$ cat config.mk
export PLATFORM = sky130hd
export DESIGN_NAME = fwd_mac_seq_flat
export DESIGN_NICKNAME = d
export VERILOG_FILES = /design/src/rtl/fwd_mac_seq_pkg.sv /design/src/rtl/fwd_mac_seq_if.sv /design/src/rtl/fwd_mac_seq_mac_unit.sv /design/src/rtl/fwd_mac_seq.sv /design/src/flat_wrapper.sv
export SDC_FILE = /design/constraint.sdc
export NUM_CORES = 1
export LEC_CHECK = 0
export ABC_AREA = 1
export CORE_MARGIN = 5
export CORE_UTILIZATION = 60
export DETAILED_ROUTE_END_ITERATION = 6
export DONT_BUFFER_PORTS = 1
export GPL_ROUTABILITY_DRIVEN = 0
export GPL_TIMING_DRIVEN = 0
export PLACE_DENSITY = 0.76
export SLEW_MARGIN = 10
export SYNTH_ARGS = -nofsm -noshare
export SYNTH_HDL_FRONTEND = slang
export SYNTH_SLANG_ARGS = --single-unit
$ cat constraint.sdc
create_clock -name clk_i -period 5.2 [get_ports clk_i]
set_clock_uncertainty 0.1 [all_clocks]
set_input_delay 0.26 -clock clk_i [delete_from_list [all_inputs] [get_ports clk_i]]
set_output_delay 0.26 -clock clk_i [all_outputs]
set_load 0.01 [all_outputs]
$ cat src/rtl/fwd_mac_seq_pkg.sv
// ---------------------------------------------------------------------------
// fwd_mac_seq_pkg
// Shared definitions for the forward-pass MAC sequencer and its neighbours
// (pass state machine, operand feeders).
//   - State encodings of the sequencer FSM
//   - Datapath widths: ACC_W (accumulator), OP_W (operands), LEN_W (term count)
//   - operand_t: one activation/weight pair
//   - len_to_count(): maps the 4-bit length field to a term count (0 -> 16)
// ---------------------------------------------------------------------------
package fwd_mac_seq_pkg;

  localparam int ACC_W  = 20;
  localparam int OP_W   = 8;
  localparam int LEN_W  = 4;
  // One extra bit so that a count of 16 is representable.
  localparam int CNT_W  = LEN_W + 1;
  localparam int PROD_W = 2 * OP_W;

  localparam logic [1:0] ST_IDLE = 2'b00;
  localparam logic [1:0] ST_LOAD = 2'b01;
  localparam logic [1:0] ST_RUN  = 2'b10;
  localparam logic [1:0] ST_DONE = 2'b11;

  typedef struct packed {
    logic [OP_W-1:0] x;  // signed activation, two's complement
    logic [OP_W-1:0] w;  // signed weight, two's complement
  } operand_t;

  // A length field of zero means the full 2**LEN_W terms.
  function automatic logic [CNT_W-1:0] len_to_count(input logic [LEN_W-1:0] len);
    if (len == '0) begin
      return CNT_W'(1 << LEN_W);
    end
    return CNT_W'(len);
  endfunction

endpackage

$ cat src/rtl/fwd_mac_seq_if.sv
// ---------------------------------------------------------------------------
// fwd_mac_seq_if
// Operand stream between a feeder and the MAC sequencer.
//   x_i, w_i  : signed operand pair          (feeder -> sequencer)
//   valid_i   : operand pair valid           (feeder -> sequencer)
//   ready_o   : sequencer accepts this cycle (sequencer -> feeder)
//   idx_o     : index of next expected term  (sequencer -> feeder)
// A pair moves when valid_i and ready_o are both high on an enabled edge.
// ---------------------------------------------------------------------------
interface fwd_mac_seq_if;
  import fwd_mac_seq_pkg::*;

  logic [OP_W-1:0]  x_i;
  logic [OP_W-1:0]  w_i;
  logic             valid_i;
  logic             ready_o;
  logic [LEN_W-1:0] idx_o;

  // Feeder side
  modport master (
    output x_i,
    output w_i,
    output valid_i,
    input  ready_o,
    input  idx_o
  );

  // Sequencer side
  modport slave (
    input  x_i,
    input  w_i,
    input  valid_i,
    output ready_o,
    output idx_o
  );

endinterface

$ cat src/rtl/fwd_mac_seq_mac_unit.sv
// ---------------------------------------------------------------------------
// mac_unit
// Signed multiply-accumulate datapath: full OP_W x OP_W signed product,
// sign-extended to ACC_W and added into the accumulator register.
//   clk_i  : clock, rising edge
//   rst_i  : synchronous active-low reset, clears the accumulator
//   clr_i  : synchronous clear (start of a pass)
//   en_i   : accumulate the current operand pair
//   op_i   : operand pair
//   acc_o  : accumulator value (registered)
// clr_i has priority over en_i. No saturation: the widest possible pass
// (16 x (-128 * -128)) still fits in ACC_W signed bits.
// ---------------------------------------------------------------------------
module mac_unit
  import fwd_mac_seq_pkg::*;
(
  input  logic                    clk_i,
  input  logic                    rst_i,
  input  logic                    clr_i,
  input  logic                    en_i,
  input  operand_t                op_i,
  output logic signed [ACC_W-1:0] acc_o
);

  logic signed [PROD_W-1:0] prod;
  logic signed [ACC_W-1:0]  term;
  logic signed [ACC_W-1:0]  acc_reg;

  assign prod = $signed(op_i.x) * $signed(op_i.w);
  assign term = {{(ACC_W-PROD_W){prod[PROD_W-1]}}, prod};

  always_ff @(posedge clk_i) begin
    if (!rst_i) begin
      acc_reg <= '0;
    end else if (clr_i) begin
      acc_reg <= '0;
    end else if (en_i) begin
      acc_reg <= acc_reg + term;
    end
  end

  assign acc_o = acc_reg;

endmodule

$ cat src/rtl/fwd_mac_seq.sv
// ---------------------------------------------------------------------------
// fwd_mac_seq
// Forward-pass MAC sequencer. On a pass request it latches a term count,
// clears the accumulator, then accepts that many operand pairs over a
// valid/ready stream, accumulating their signed products. When the last
// term is in, it raises end_check_o until the request is withdrawn.
//   clk_i        : clock, rising edge
//   rst_i        : synchronous active-low reset (wins over en_i)
//   en_i         : global enable; all registers hold when low
//   f0_pass_i    : pass request level; dropping it aborts LOAD/RUN
//   len_i        : term count, 0 encodes 16 (sampled in LOAD only)
//   op           : operand stream (x_i, w_i, valid_i, ready_o, idx_o)
//   acc_o        : signed accumulated dot product
//   busy_o       : high in LOAD or RUN
//   end_check_o  : high in DONE
//   state_o      : current FSM state
// ---------------------------------------------------------------------------
module fwd_mac_seq
  import fwd_mac_seq_pkg::*;
(
  input  logic                    clk_i,
  input  logic                    rst_i,
  input  logic                    en_i,
  input  logic                    f0_pass_i,
  input  logic [LEN_W-1:0]        len_i,
  fwd_mac_seq_if.slave            op,
  output logic signed [ACC_W-1:0] acc_o,
  output logic                    busy_o,
  output logic                    end_check_o,
  output logic [1:0]              state_o
);

  logic [1:0]       state_reg;
  logic [1:0]       state_next;
  logic [LEN_W-1:0] idx_reg;
  logic [CNT_W-1:0] count_reg;

  logic     in_load;
  logic     in_run;
  logic     xfer;
  logic     last_term;
  logic     load_go;
  operand_t pair;

  assign in_load = (state_reg == ST_LOAD);
  assign in_run  = (state_reg == ST_RUN);

  // A falling pass request aborts on the same edge, so a pair offered on
  // that edge is not taken.
  assign xfer      = in_run & op.valid_i & en_i & f0_pass_i;
  assign last_term = ({1'b0, idx_reg} == (count_reg - CNT_W'(1)));
  assign load_go   = in_load & en_i & f0_pass_i;

  always_comb begin
    state_next = state_reg;
    case (state_reg)
      ST_IDLE: begin
        if (f0_pass_i) begin
          state_next = ST_LOAD;
        end
      end
      ST_LOAD: begin
        state_next = f0_pass_i ? ST_RUN : ST_IDLE;
      end
      ST_RUN: begin
        if (!f0_pass_i) begin
          state_next = ST_IDLE;
        end else if (op.valid_i && last_term) begin
          state_next = ST_DONE;
        end
      end
      ST_DONE: begin
        if (!f0_pass_i) begin
          state_next = ST_IDLE;
        end
      end
      default: state_next = ST_IDLE;
    endcase
  end

  always_ff @(posedge clk_i) begin
    if (!rst_i) begin
      state_reg <= ST_IDLE;
      idx_reg   <= '0;
      count_reg <= len_to_count('0);
    end else if (en_i) begin
      state_reg <= state_next;
      if (load_go) begin
        count_reg <= len_to_count(len_i);
        idx_reg   <= '0;
      end else if (xfer) begin
        // Wraps to 0 after the 16th term of a full-length pass.
        idx_reg <= idx_reg + LEN_W'(1);
      end
    end
  end

  assign pair.x = op.x_i;
  assign pair.w = op.w_i;

  mac_unit u_mac (
    .clk_i (clk_i),
    .rst_i (rst_i),
    .clr_i (load_go),
    .en_i  (xfer),
    .op_i  (pair),
    .acc_o (acc_o)
  );

  assign op.ready_o  = in_run;
  assign op.idx_o    = idx_reg;
  assign busy_o      = in_load | in_run;
  assign end_check_o = (state_reg == ST_DONE);
  assign state_o     = state_reg;

endmodule

$ cat src/flat_wrapper.sv
// flat-port wrapper written by rule: the top's interface ports become plain ports
module fwd_mac_seq_flat import fwd_mac_seq_pkg::*;
  (clk_i, rst_i, en_i, f0_pass_i, len_i, acc_o, busy_o, end_check_o, state_o, op_x_i, op_w_i, op_valid_i, op_ready_o, op_idx_o);
  fwd_mac_seq_if op_i ();
  input  logic clk_i;
  input  logic rst_i;
  input  logic en_i;
  input  logic f0_pass_i;
  input  logic [LEN_W-1:0] len_i;
  output logic signed [ACC_W-1:0] acc_o;
  output logic busy_o;
  output logic end_check_o;
  output logic [1:0] state_o;
  input wire logic [$bits(op_i.x_i)-1:0] op_x_i;
  input wire logic [$bits(op_i.w_i)-1:0] op_w_i;
  input wire logic [$bits(op_i.valid_i)-1:0] op_valid_i;
  output wire logic [$bits(op_i.ready_o)-1:0] op_ready_o;
  output wire logic [$bits(op_i.idx_o)-1:0] op_idx_o;
  assign op_i.x_i = op_x_i;
  assign op_i.w_i = op_w_i;
  assign op_i.valid_i = op_valid_i;
  assign op_ready_o = op_i.ready_o;
  assign op_idx_o = op_i.idx_o;
  fwd_mac_seq u_core (.clk_i(clk_i), .rst_i(rst_i), .en_i(en_i), .f0_pass_i(f0_pass_i), .len_i(len_i), .op(op_i), .acc_o(acc_o), .busy_o(busy_o), .end_check_o(end_check_o), .state_o(state_o));
endmodule
==> flow_summary.json <==
{
  "numCtsBuffers": 5,
  "end_kind": "register",
  "drt-total-wl_mm": 10.8,
  "powerDensity_mw_per_mm2": 427,
  "synth_area_sq_mm": 0.00524,
  "tns_ns": 0,
  "start_kind": "input pin",
  "hp-class": "in -> reg",
  "tightest_slew_ns": 0.648,
  "reg2reg_from": "u_core.u_mac.acc_o[6]",
  "slowest_stage": "fa_1",
  "power_leakage_nw": 3.24,
  "synthArstFlopShare_pct": 0,
  "finalSetupViolCount": 0,
  "drive_gt1_share_pct": 2.71,
  "drc": 0,
  "arrival_ns": 4.91,
  "clock-sinks": 31,
  "vdd.ir_drop.worst_v": 0.000296,
  "rsz0062_at_grt": "false",
  "worstSkewPairLatency_ns": 0.29,
  "worstPathMaxFanout": 8,
  "grt_pass1_vias": 4145,
  "start_util_pct": 60.7,
  "cts.path.max_buffers": 2,
  "fin_area_sq_mm": 0.00551,
  "path_clk_slew_ns": 0.07,
  "fp.dieH_um": 103,
  "vias": 4065,
  "yosysUniqueCellTypes": 28,
  "fin_crit_sh_pct": 92.7,
  "status": "complete, no violations",
  "core_sq_mm": 0.00864,
  "port_buffers": 0,
  "yosysSeqAreaShare_pct": 11.8,
  "cts_tree": "yes",
  "dr.pass1.iters": 4,
  "hold_violations": 0,
  "max_slew_margin_pct": 56.8,
  "syn_inst": 693,
  "slowest_delay_ns": 0.72,
  "antenna_cells": 0,
  "ios": 54,
  "startpoint": "op_w_i[3]",
  "grt_max_degree": 13,
  "crit_top_cell": "inv_1",
  "die-area_sq_mm": 0.0107,
  "antenna_found_initial": 0,
  "die_width_um": 103,
  "min-delay-start": "rst_i",
  "placed_area_sq_mm": 0.00538,
  "dp_hpwl_mm": 9.44,
  "fmax_mhz": 208,
  "synth_area_per_cell_sq_um": 7.57,
  "overflow": 0,
  "path_cells": "clkbuf_1 > nand2_1 > inv_1 > fa_1 > inv_1 > fa_1 > inv_1 > fa_1 > inv_1 > fa_1 > inv_1 > ha_1 > ha_1 > nand2_1 > inv_1 > nand2_1 > nand2_1 > a21oi_1 > nand2_1 > nand3_1 > nand3_1 > nand2_1 > inv_1",
  "cts-root-buf": "clkbuf_8",
  "dr.first_iter.drc_count": 182,
  "largest_reg_flops": 20,
  "critical_path_class": "in -> reg",
  "ys_warn_count": 0,
  "maxCapViolations": 0,
  "synth_seq_cells": 31,
  "vias_per_cell": 5.02,
  "fp-row-count": 34,
  "gr-usage-all-layers_pct": 22.1,
  "finalMaxSlewViolations": 0,
  "fin_crit_ns": 4.82,
  "syn_nets": 859,
  "nNetsFinal": 867,
  "synth_edf_count": 0,
  "areaGrowthSynthToFinish_pct": 5.08,
  "required_ns": 5.29,
  "synth_flop_cell": "dfxtp_1",
  "wl_per_cell_um": 13.3,
  "antenna_left": 0,
  "h-tree-depth": 2,
  "fin_util_pct": 63.8,
  "grt_pass1_wl_mm": 18.8
}
==> worst paths after layout <==
path	to	slack [ns]	depth (start not counted)
worst max-delay path	u_core.u_mac.acc_o[19]	0.38	23
worst min-delay path	u_core.count_reg[2]	0.01	2
worst max register to register	u_core.u_mac.acc_o[14]	0.61	20
worst min register to register	u_core.count_reg[4]	0.41	2
==> kinds of logic after synthesis <==
group	count (synthesis)	synth area share, %
AND/OR/NAND/NOR	246	19.4
XOR/XNOR	10	1.67
buffers and inverters	209	15.3
AO/OA/AOI/OAI	55	5.44
adder cells (fa/ha/maj)	141	46.2
multiplexers	1	0.191
flip-flops	31	11.8
==> placed cells by master (no fill, tap or decap) <==
cell type      Yosys  final
and3_1             1      1
clkinv_1           1      1
o21ai_0           23     23
bufinv_16          0      1
nor4_1             1      1
nand4_1            6      6
clkinv_2           1      2
nor2_1            50     50
o211ai_1           1      1
dfxtp_1           31     31
a21oi_1           28     28
o21a_1             2      2
or2_1              2      2
clkinvlp_4         0      1
buf_6              1      1
fa_1              88     88
a21boi_0           1      1
clkbuf_1          17     17
nand3_2            2      2
clkbuf_8           0      6
nand3_1           30     30
dlygate4sd3_1      0      1
nand2_1          148    148
inv_1            187    186
or2_2              3      3
xor2_1             7      7
buf_4              2      2
xnor2_1            3      3
ha_1              53     53
mux2i_1            1      1
nor3_2             1      1
nor3_1             2      2
==> metrics by stage <==
step / worst slack, ns / cells / total power, mW / hold WS (ns)
floorplan: 0.576 / 693 / 1.73 / 0.229
global placement: 0.122 / 801 / 2.04 / 0.231
detailed placement: 0.0443 / 801 / 2.10 / 0.232
CTS: 0.334 / 810 / 2.37 / 0.000349
global route: 0.0571 / 810 / 2.68 / 0.0197
finish: 0.382 / 810 / 2.36 / 0.0141
==> synthesized netlist by cell type, types with 2 or more instances <==
| library cell | count | area share [%] |
|---|---|---|
| o21a_1 | 2 | 0.29 |
| ha_1 | 53 | 13 |
| inv_1 | 187 | 13 |
| a21oi_1 | 28 | 2.7 |
| dfxtp_1 | 31 | 12 |
| xnor2_1 | 3 | 0.50 |
| o21ai_0 | 23 | 2.2 |
| nand2_1 | 148 | 11 |
| nand3_1 | 30 | 2.9 |
| buf_4 | 2 | 0.29 |
| nor2_1 | 50 | 3.6 |
| clkbuf_1 | 17 | 1.2 |
| nand3_2 | 2 | 0.38 |
| or2_1 | 2 | 0.24 |
| fa_1 | 88 | 34 |
| or2_2 | 3 | 0.36 |
| nor3_1 | 2 | 0.19 |
| nand4_1 | 6 | 0.72 |
| xor2_1 | 7 | 1.2 |
==> critical path, delay by kind of cell <==
kind / cells / cell delay [ns]
fa+ha+maj: 6 / 3.03
buf+inv: 8 / 0.76
simple gates: 8 / 0.74
compound gates: 1 / 0.11
==> layer usage <==
metal	GRT usage (%)	vias up	part of all wire (%)
li1	-	2055	-
met1	27.0	1938	42
met2	40.0	58	53
met3	4.56	14	4.3
met4	4.98	0	1.2
met5	0	-	0
==> final cells by class <==
type / count / area [sq um]
multi-input combinational: 453 / 3820
sequential: 31 / 621
timing repair buffer: 1 / 10.0
buffer: 20 / 90.1
tap: 108 / 135
clock inverter: 2 / 35.0
inverter: 189 / 714
clock buffer: 6 / 82.6
fill: 811 / 3130
==> power by group <==
group | internal [mW] | switching, mW
clock network | 0.155 | 0.0996
registers | 0.244 | 0.00944
logic | 0.715 | 1.13
total | 1.11 | 1.24
==> repair_timing <==
item / in CTS / in global routing
endpoints found under the hold margin: 4 / 0
hold buffers: 1 / 0
buffers inserted: 0 / 0
gates resized for setup: 0 / 1
endpoints found under the setup margin: 0 / 1
Power figures use the tool's default switching activity.
